===== src/rtl/irq_ctrl.sv =====
// Interrupt controller: edge-latched sources, mask/GIE gating, fixed priority with
// nesting via IMASKP, and a single registered vectored request to the sequencer.
module irq_ctrl #(
    parameter int PMA_SIZE      = 16,
    parameter int IRQ_COUNT     = 4,
    parameter int VECTOR_BASE   = 16'h0008,
    parameter int VECTOR_STRIDE = 4,
    parameter int RF_DATASIZE   = 16
) (
    input  logic                   clk,
    input  logic                   reset,
    input  logic [IRQ_COUNT-1:0]   irq_in,
    input  logic                   ps_idle,
    input  logic                   ps_irq_ack,
    input  logic                   ps_rti,
    input  logic                   cfg_wr_en,
    input  logic [1:0]             cfg_sel,
    input  logic [RF_DATASIZE-1:0] cfg_wr_data,
    output logic [RF_DATASIZE-1:0] cfg_rd_data,
    output logic                   irq_req,
    output logic [PMA_SIZE-1:0]    irq_vec,
    output logic [2:0]             irq_num,
    output logic                   ic_wake
);

    typedef enum logic {
        S_IDLE = 1'b0,
        S_REQ  = 1'b1
    } state_t;

    localparam logic [IRQ_COUNT-1:0] ONE = IRQ_COUNT'(1);

    function automatic logic [PMA_SIZE-1:0] vec_addr(input logic [2:0] n);
        return PMA_SIZE'(VECTOR_BASE) + PMA_SIZE'(n) * PMA_SIZE'(VECTOR_STRIDE);
    endfunction

    state_t                 r_state;
    state_t                 w_state_nxt;
    logic [IRQ_COUNT-1:0]   r_irq_prev;
    logic [IRQ_COUNT-1:0]   r_irptl;
    logic [IRQ_COUNT-1:0]   r_imask;
    logic [IRQ_COUNT-1:0]   r_imaskp;
    logic                   r_gie;
    logic [2:0]             r_irq_num;
    logic [PMA_SIZE-1:0]    r_irq_vec;

    logic [IRQ_COUNT-1:0]   w_edge;
    logic [IRQ_COUNT-1:0]   w_pending;
    logic [IRQ_COUNT-1:0]   w_imaskp_low;
    logic [IRQ_COUNT-1:0]   w_elig_mask;
    logic [IRQ_COUNT-1:0]   w_eligible;
    logic                   w_any;
    logic [2:0]             w_winner;
    logic [IRQ_COUNT-1:0]   w_num_oh;
    logic                   w_ack;
    logic                   w_withdraw;
    logic                   w_latch;
    logic                   w_wr_imask;
    logic                   w_wr_irptl;
    logic                   w_wr_mode;
    logic [IRQ_COUNT-1:0]   w_irptl_nxt;
    logic [IRQ_COUNT-1:0]   w_imaskp_nxt;
    logic                   w_unused_wr;

    assign w_unused_wr = ^cfg_wr_data[RF_DATASIZE-1:IRQ_COUNT];

    assign w_edge    = irq_in & ~r_irq_prev;
    assign w_pending = r_irptl & r_imask & {IRQ_COUNT{r_gie}};

    // Only sources of strictly higher priority than the innermost in-service one may nest.
    assign w_imaskp_low = r_imaskp & (~r_imaskp + ONE);
    assign w_elig_mask  = (r_imaskp == '0) ? '1 : (w_imaskp_low - ONE);
    assign w_eligible   = w_pending & w_elig_mask;
    assign w_any        = |w_eligible;

    always_comb begin
        w_winner = 3'd0;
        for (int i = IRQ_COUNT - 1; i >= 0; i--) begin
            if (w_eligible[i]) begin
                w_winner = 3'(i);
            end
        end
    end

    assign w_num_oh   = ONE << r_irq_num;
    assign w_ack      = (r_state == S_REQ) && ps_irq_ack;
    assign w_withdraw = !r_gie || ((r_irptl & r_imask & w_num_oh) == '0);
    assign w_latch    = (r_state == S_IDLE) && w_any;

    assign w_wr_imask = cfg_wr_en && (cfg_sel == 2'd0);
    assign w_wr_irptl = cfg_wr_en && (cfg_sel == 2'd1);
    assign w_wr_mode  = cfg_wr_en && (cfg_sel == 2'd2);

    always_comb begin
        w_state_nxt = r_state;
        case (r_state)
            S_IDLE: begin
                if (w_any) begin
                    w_state_nxt = S_REQ;
                end
            end
            S_REQ: begin
                if (w_ack || w_withdraw) begin
                    w_state_nxt = S_IDLE;
                end
            end
            default: w_state_nxt = S_IDLE;
        endcase
    end

    // Software write, then ack clear, then edge set: a coincident edge always wins.
    always_comb begin
        w_irptl_nxt = r_irptl;
        if (w_wr_irptl) begin
            w_irptl_nxt = cfg_wr_data[IRQ_COUNT-1:0];
        end
        if (w_ack) begin
            w_irptl_nxt = w_irptl_nxt & ~w_num_oh;
        end
        w_irptl_nxt = w_irptl_nxt | w_edge;
    end

    always_comb begin
        w_imaskp_nxt = r_imaskp;
        if (ps_rti) begin
            w_imaskp_nxt = r_imaskp & (r_imaskp - ONE);
        end
        if (w_ack) begin
            w_imaskp_nxt = w_imaskp_nxt | w_num_oh;
        end
    end

    always_ff @(posedge clk or negedge reset) begin
        if (!reset) begin
            r_state    <= S_IDLE;
            r_irq_prev <= '0;
            r_irptl    <= '0;
            r_imask    <= '0;
            r_imaskp   <= '0;
            r_gie      <= 1'b0;
            r_irq_num  <= 3'd0;
            r_irq_vec  <= '0;
        end else begin
            r_state    <= w_state_nxt;
            r_irq_prev <= irq_in;
            r_irptl    <= w_irptl_nxt;
            r_imaskp   <= w_imaskp_nxt;
            if (w_wr_imask) begin
                r_imask <= cfg_wr_data[IRQ_COUNT-1:0];
            end
            if (w_wr_mode) begin
                r_gie <= cfg_wr_data[0];
            end
            if (w_latch) begin
                r_irq_num <= w_winner;
                r_irq_vec <= vec_addr(w_winner);
            end
        end
    end

    always_comb begin
        cfg_rd_data = '0;
        case (cfg_sel)
            2'd0:    cfg_rd_data = {{(RF_DATASIZE-IRQ_COUNT){1'b0}}, r_imask};
            2'd1:    cfg_rd_data = {{(RF_DATASIZE-IRQ_COUNT){1'b0}}, r_irptl};
            2'd2:    cfg_rd_data = {{(RF_DATASIZE-1){1'b0}}, r_gie};
            default: cfg_rd_data = {{(RF_DATASIZE-IRQ_COUNT){1'b0}}, r_imaskp};
        endcase
    end

    assign irq_req = (r_state == S_REQ);
    assign irq_vec = r_irq_vec;
    assign irq_num = r_irq_num;
    assign ic_wake = ps_idle & irq_req;

endmodule


===== config.mk =====
export PLATFORM = sky130hd
export DESIGN_NAME = irq_ctrl
export DESIGN_NICKNAME = d
export VERILOG_FILES = /design/src/rtl/irq_ctrl.sv
export SDC_FILE = /design/constraint.sdc
export NUM_CORES = 1
export LEC_CHECK = 0
export CORE_MARGIN = 3
export CORE_UTILIZATION = 37
export CTS_BUF_LIST = sky130_fd_sc_hd__clkbuf_2 sky130_fd_sc_hd__clkbuf_4 sky130_fd_sc_hd__clkbuf_8
export CTS_CLUSTER_SIZE = 16
export DETAILED_ROUTE_END_ITERATION = 7
export GPL_TIMING_DRIVEN = 0
export PLACE_DENSITY = 0.79
export SLEW_MARGIN = 15
export SYNTH_ARGS = -nofsm -noshare
export SYNTH_HDL_FRONTEND = slang
export SYNTH_SLANG_ARGS = --single-unit

===== constraint.sdc =====
create_clock -name clk -period 1.2 [get_ports clk]
set_input_delay 0.18 -clock clk [delete_from_list [all_inputs] [get_ports clk]]
set_output_delay 0.18 -clock clk [all_outputs]
set_load 0.02 [all_outputs]

# == Yosys cells after proc, flatten, opt, wreduce, memory -nomap -nowiden ==
# Index checks and enable logic that the tools add are counted.
# word_totals
word_cells,55
ff_bits,37
output_inout_bits,37
in_bits,28
# op_classes
mux,13
n_addsub,4
n_reduce_logical,12
n_shift,1
bitwise_logic,15
n_eq_ne,2
# ops
cell,count
4-bit bitwise AND,8
4-bit two-way mux,5
4-bit NOT,3
4-bit case mux with 3 select lines,1
4-bit zero test,2
2-bit two-way mux,4
4-bit OR,2
4-bit by 1-bit subtractor with 4-bit output (second input constant),2
4-bit by 5-bit adder with 6-bit output (first input constant),1
1-bit logical AND,5
4-bit by 1-bit adder with 4-bit output (second input constant),1
4-bit OR reduction,1
1-bit by 3-bit << shifter with 4-bit output (first input constant),1
2-bit by 1-bit equality test with 1-bit output (second input constant),1
2-bit equality test (second input constant),1
2-bit zero test,1
1-bit logical OR,2
1-bit two-way mux,2
1-bit case mux with 2 select lines,1
1-bit bitwise AND,1
1-bit zero test,1
1-bit NOT,1

# == Logic depth before layout (Yosys ltp) ==
# depth
ltp_word,11
ltp_mapped,4
ltp_nobuf,3

# == Least setup slack after synthesis ==
# OpenSTA, ideal clock, no wires.
# synth_path
kind,register to register
startpoint,"register r_irq_num[0], in the netlist irq_num[0]"
endpoint,"register r_state, in the netlist irq_req"
stages_incl_launch_ff,3
synth_period_minus_slack_ns,1.411
n_path_buf,0
arrival_time_ns,1.310
setup_slack_ns,-0.211
t_required_ns,1.099
setup_time_ns,0.101
path_cell_list,dfrtp_1 -> mux4_2 -> o311ai_2
# synth_between
elab_chain_cells,7
# synth_rtl
element,line,source
start: declaration,44,logic [2:0] r_irq_num;
start signal: assignment,155,r_irq_num <= w_winner;
1-bit by 3-bit << shifter with 4-bit output,85,assign w_num_oh = ONE << r_irq_num;
4-bit bitwise AND,87,assign w_withdraw = !r_gie || ((r_irptl & r_imask & w_num_oh) == '0);
4-bit zero test,87,
1-bit logical OR,87,
1-bit logical OR,103,if (w_ack || w_withdraw) begin
1-bit two-way mux,103,
1-bit case mux with 2 select lines,96,case (r_state)
named net w_state_nxt,38,state_t w_state_nxt;
end signal: assignment,144,r_state <= w_state_nxt;
end: declaration,37,state_t r_state;
# The timed path passes the listed nets, and every way through them passes these cells.
# A chain may end at the register's enable or synchronous reset.

# == Worst setup path after layout ==
# layout_path
startpoint,register r_imaskp[0]
endpoint,output port cfg_rd_data[0]
# layout_between
elab_chain_cells,1
# layout_rtl
element,line,source
start: declaration,42,logic [IRQ_COUNT-1:0] r_imaskp;
start signal: assignment,147,r_imaskp <= w_imaskp_nxt;
4-bit case mux with 3 select lines,163,case (cfg_sel)
end: declaration,19,"output logic [RF_DATASIZE-1:0] cfg_rd_data,"
# No other way between the ends.

==> flow_metrics.tcl <==
set metrics [dict create \
    status "finished, violations left" \
    violated_checks "setup timing" \
    critical_path.reg2reg.endpoint "irq_num[0]$_DFFE_PN0P_" \
    ys_async_sr_fraction_pct 100 \
    placement_rows 20 \
    report.final.slew_viol_count 0 \
    synth_edf_count 0 \
    critical_path.startpoint_type "flip-flop" \
    yosys-top-cells-area "sky130_fd_sc_hd__dfrtp_1, sky130_fd_sc_hd__buf_4, sky130_fd_sc_hd__mux2i_1" \
    timing.final.hold_violations 0 \
    post_synthesis_instance_area_sq_mm 0.00124 \
    power_per_cell_area_mw_per_mm2 1720 \
    grt_setup_unrepaired "yes" \
    fmaxAchievable_mhz 647 \
    firstDrtPassIters 4 \
    cts.path.max_buffers 2 \
    crit_end "cfg_rd_data[0]" \
    largest_area_contributor_in_the_netlist "sky130_fd_sc_hd__dfrtp_1" \
    worst_clock_skew_ps 4.39 \
    drive_gt1_share_pct 43.5 \
    max-slew-margin-rel_pct 38.7 \
    cts_tree "built" \
    initial_core_utilization_pct 39.6 \
    first_global_vias 1012 \
    cell_area_after_layout_sq_mm 0.00180 \
    drt_wl_total_um 2880 \
    yosys.cell_count.top_type "sky130_fd_sc_hd__buf_4" \
    ys_seq_area_share_pct 42.4 \
    buffer_ports.inserted 24 \
    yosys_register_bits 21 \
    critical_path_peak_fanout 2 \
    design.die.area_sq_mm 0.00408 \
    path_cells "mux4_2 > buf_6" \
    globalRoute.totalOverflow 0 \
    antenna_found_initial 0 \
    dp_hpwl_um 2150 \
    synth_warn 0 \
    die_y_um 63.9 \
    clkTransAtPathRegs_ps 120 \
    cts.sink_count 21 \
    tritoncts.num_buffers 3 \
    synthToLayoutAreaGrowth_pct 45.5 \
    holdBufCountCts 0 \
    post_synth_inst_count 119 \
    antenna_left 0 \
    cts_max_level 1 \
    power.static_leakage_uw 0.000937 \
    yosys.area.top_type_share_pct 42.4 \
    ctsRootBufferMaster "sky130_fd_sc_hd__clkbuf_4" \
    fin_cells 230 \
    tmin_final_ps 1550 \
    worstHoldPathType "in2reg" \
    num_vias 1014 \
    place.gp.congestion 0.887 \
    design.core.area_sq_mm 0.00313 \
    vdd_ir_drop_max_uv 695 \
    period_share_pct 129 \
    track_usage_pct 14.2 \
    critical_path_buf_inv_count 1 \
    yosys_most_used_dff "sky130_fd_sc_hd__dfrtp_1" \
    critical_path.top_delay_family "multiplexers" \
    final_setup_violation_count 10 \
    critPathArrivalTime_ps 1370 \
    reg2reg_depth 5 \
    post_drt_wl_per_cell_um 12.5 \
    timing.critical_path.from "r_imaskp[0]$_DFF_PN0_" \
    die_w_um 63.9 \
    timing.critical_path.to_type "primary output" \
    antennaDiodeCount 0 \
    tightest_slew_ps 917 \
    synth_top_cells_by_count "sky130_fd_sc_hd__buf_4, sky130_fd_sc_hd__dfrtp_1, sky130_fd_sc_hd__inv_1, sky130_fd_sc_hd__mux2i_1, sky130_fd_sc_hd__nand2_1" \
    insertion_delay_ps 310 \
    r2r_slack_ps -230 \
    cp.depth 2 \
    fin_total_pwr_uw 3110 \
    crit_path_max_incr_delay_ps 490 \
    layout_nets 215 \
    grt_first_pass_wirelength_um 4460 \
    crit-reg2reg-launch "r_imaskp[0]$_DFF_PN0_" \
    critical_setup_path_class "reg2out" \
    synth.lib_cells_used.distinct 29 \
    post_drt_via_cell_ratio 4.41 \
    synth_area_per_cell_sq_um 10.4 \
    drc 0 \
    postPlaceCellArea_sq_mm 0.00163 \
    cp.required_ps 1020 \
    grt_max_degree 22 \
    first_iter_violations 18 \
    timing.critical_path.slowest_stage_cell "sky130_fd_sc_hd__mux4_2" \
    dp_cells 212 \
    ios 65 \
    maxCapViolCount 0 \
    setup_slack_ps -346 \
]
## per-layer routing
layer | wire length (um) | vias up | GRT usage [%] | part of all wire [%]
li1 | - | 496 | - | -
met1 | 1120 | 452 | 16.6 | 39
met2 | 1430 | 61 | 24.0 | 50
met4 | 53 | 0 | 8.36 | 1.8
met5 | 0 | - | 0 | 0
met3 | 270 | 5 | 2.64 | 9.4
## layout make-up
type	instances	area, sq um
tap	44	55.1
inverter	7	26.3
buffer	30	228
sequential	21	529
clock buffer	4	30.0
multi-input combinational	86	604
timing repair buffer	38	332
fill	295	1320
## kinds of logic after synthesis
family | synth area share, %
AOI/OAI and AO/OA | 11.2
buffers and inverters | 19.9
DFF | 42.4
muxes | 13.8
other | 0.302
and+or+nand+nor | 12.4
## layout by cell type, fill, tap and decap left out, drive strengths merged, types with 5 or more instances in the layout
master and n:
buf 54, o21ai 6, mux2i 7, clkbuf 5, nand2 6, clkdlybuf4s50 13, dfrtp 21, mux2 5
inv 7, conb 26
## stage by stage
stage	worst slack [ps]	hold WS [ps]	util, %	setup TNS [ps]
floorplan	-77.3	-116	-	-123
global placement	-468	416	52.1	-6310
detailed placement	-495	424	52.1	-8070
CTS	-349	316	57.2	-1400
global route	-384	309	57.7	-2080
finish	-346	322	57.7	-1520
## worst reg2reg max path, cell delays in order (launching register included)
cell	delay, ps
sky130_fd_sc_hd__dfrtp_1	410
sky130_fd_sc_hd__buf_4	140
sky130_fd_sc_hd__buf_6	120
sky130_fd_sc_hd__nor3b_4	210
sky130_fd_sc_hd__o211ai_1	220
sky130_fd_sc_hd__a32oi_1	250
## sequential cells by signal, summed over array words and instances, names as in the netlist
name	cells
r_imask	4
r_imaskp	4
r_irptl	4
r_irq_prev	4
irq_vec	2
irq_num	1
irq_req	1
r_gie	1
## where the power goes
group	internal (uW)	leakage (uW)	switching [uW]
Clock	153	0.0000184	226
Sequential	903	0.000244	169
Combinational	860	0.000674	800
## worst min-delay path by stage
stage | startpoint | to | slack [ps] | depth (start not counted)
finish | irq_in[2] | r_irq_prev[2]$_DFF_PN0_ | 320 | 1
global route | irq_in[0] | r_irq_prev[0]$_DFF_PN0_ | 310 | 1
CTS | irq_in[2] | r_irq_prev[2]$_DFF_PN0_ | 320 | 1
detailed placement | r_irq_prev[3]$_DFF_PN0_ | r_irptl[3]$_DFF_PN0_ | 420 | 1
global placement | r_irq_prev[1]$_DFF_PN0_ | r_irptl[1]$_DFF_PN0_ | 420 | 1
floorplan | reset | irq_num[0]$_DFFE_PN0P_ | -120 | 0
## repair_timing
item / 4_1_cts / 5_1_grt
gates resized for setup: 65 / 10
setup buffers: 14 / 0
pin swaps: 5 / 2
setup endpoints to repair: 20 / 18
Power figures use the tool's default switching activity.
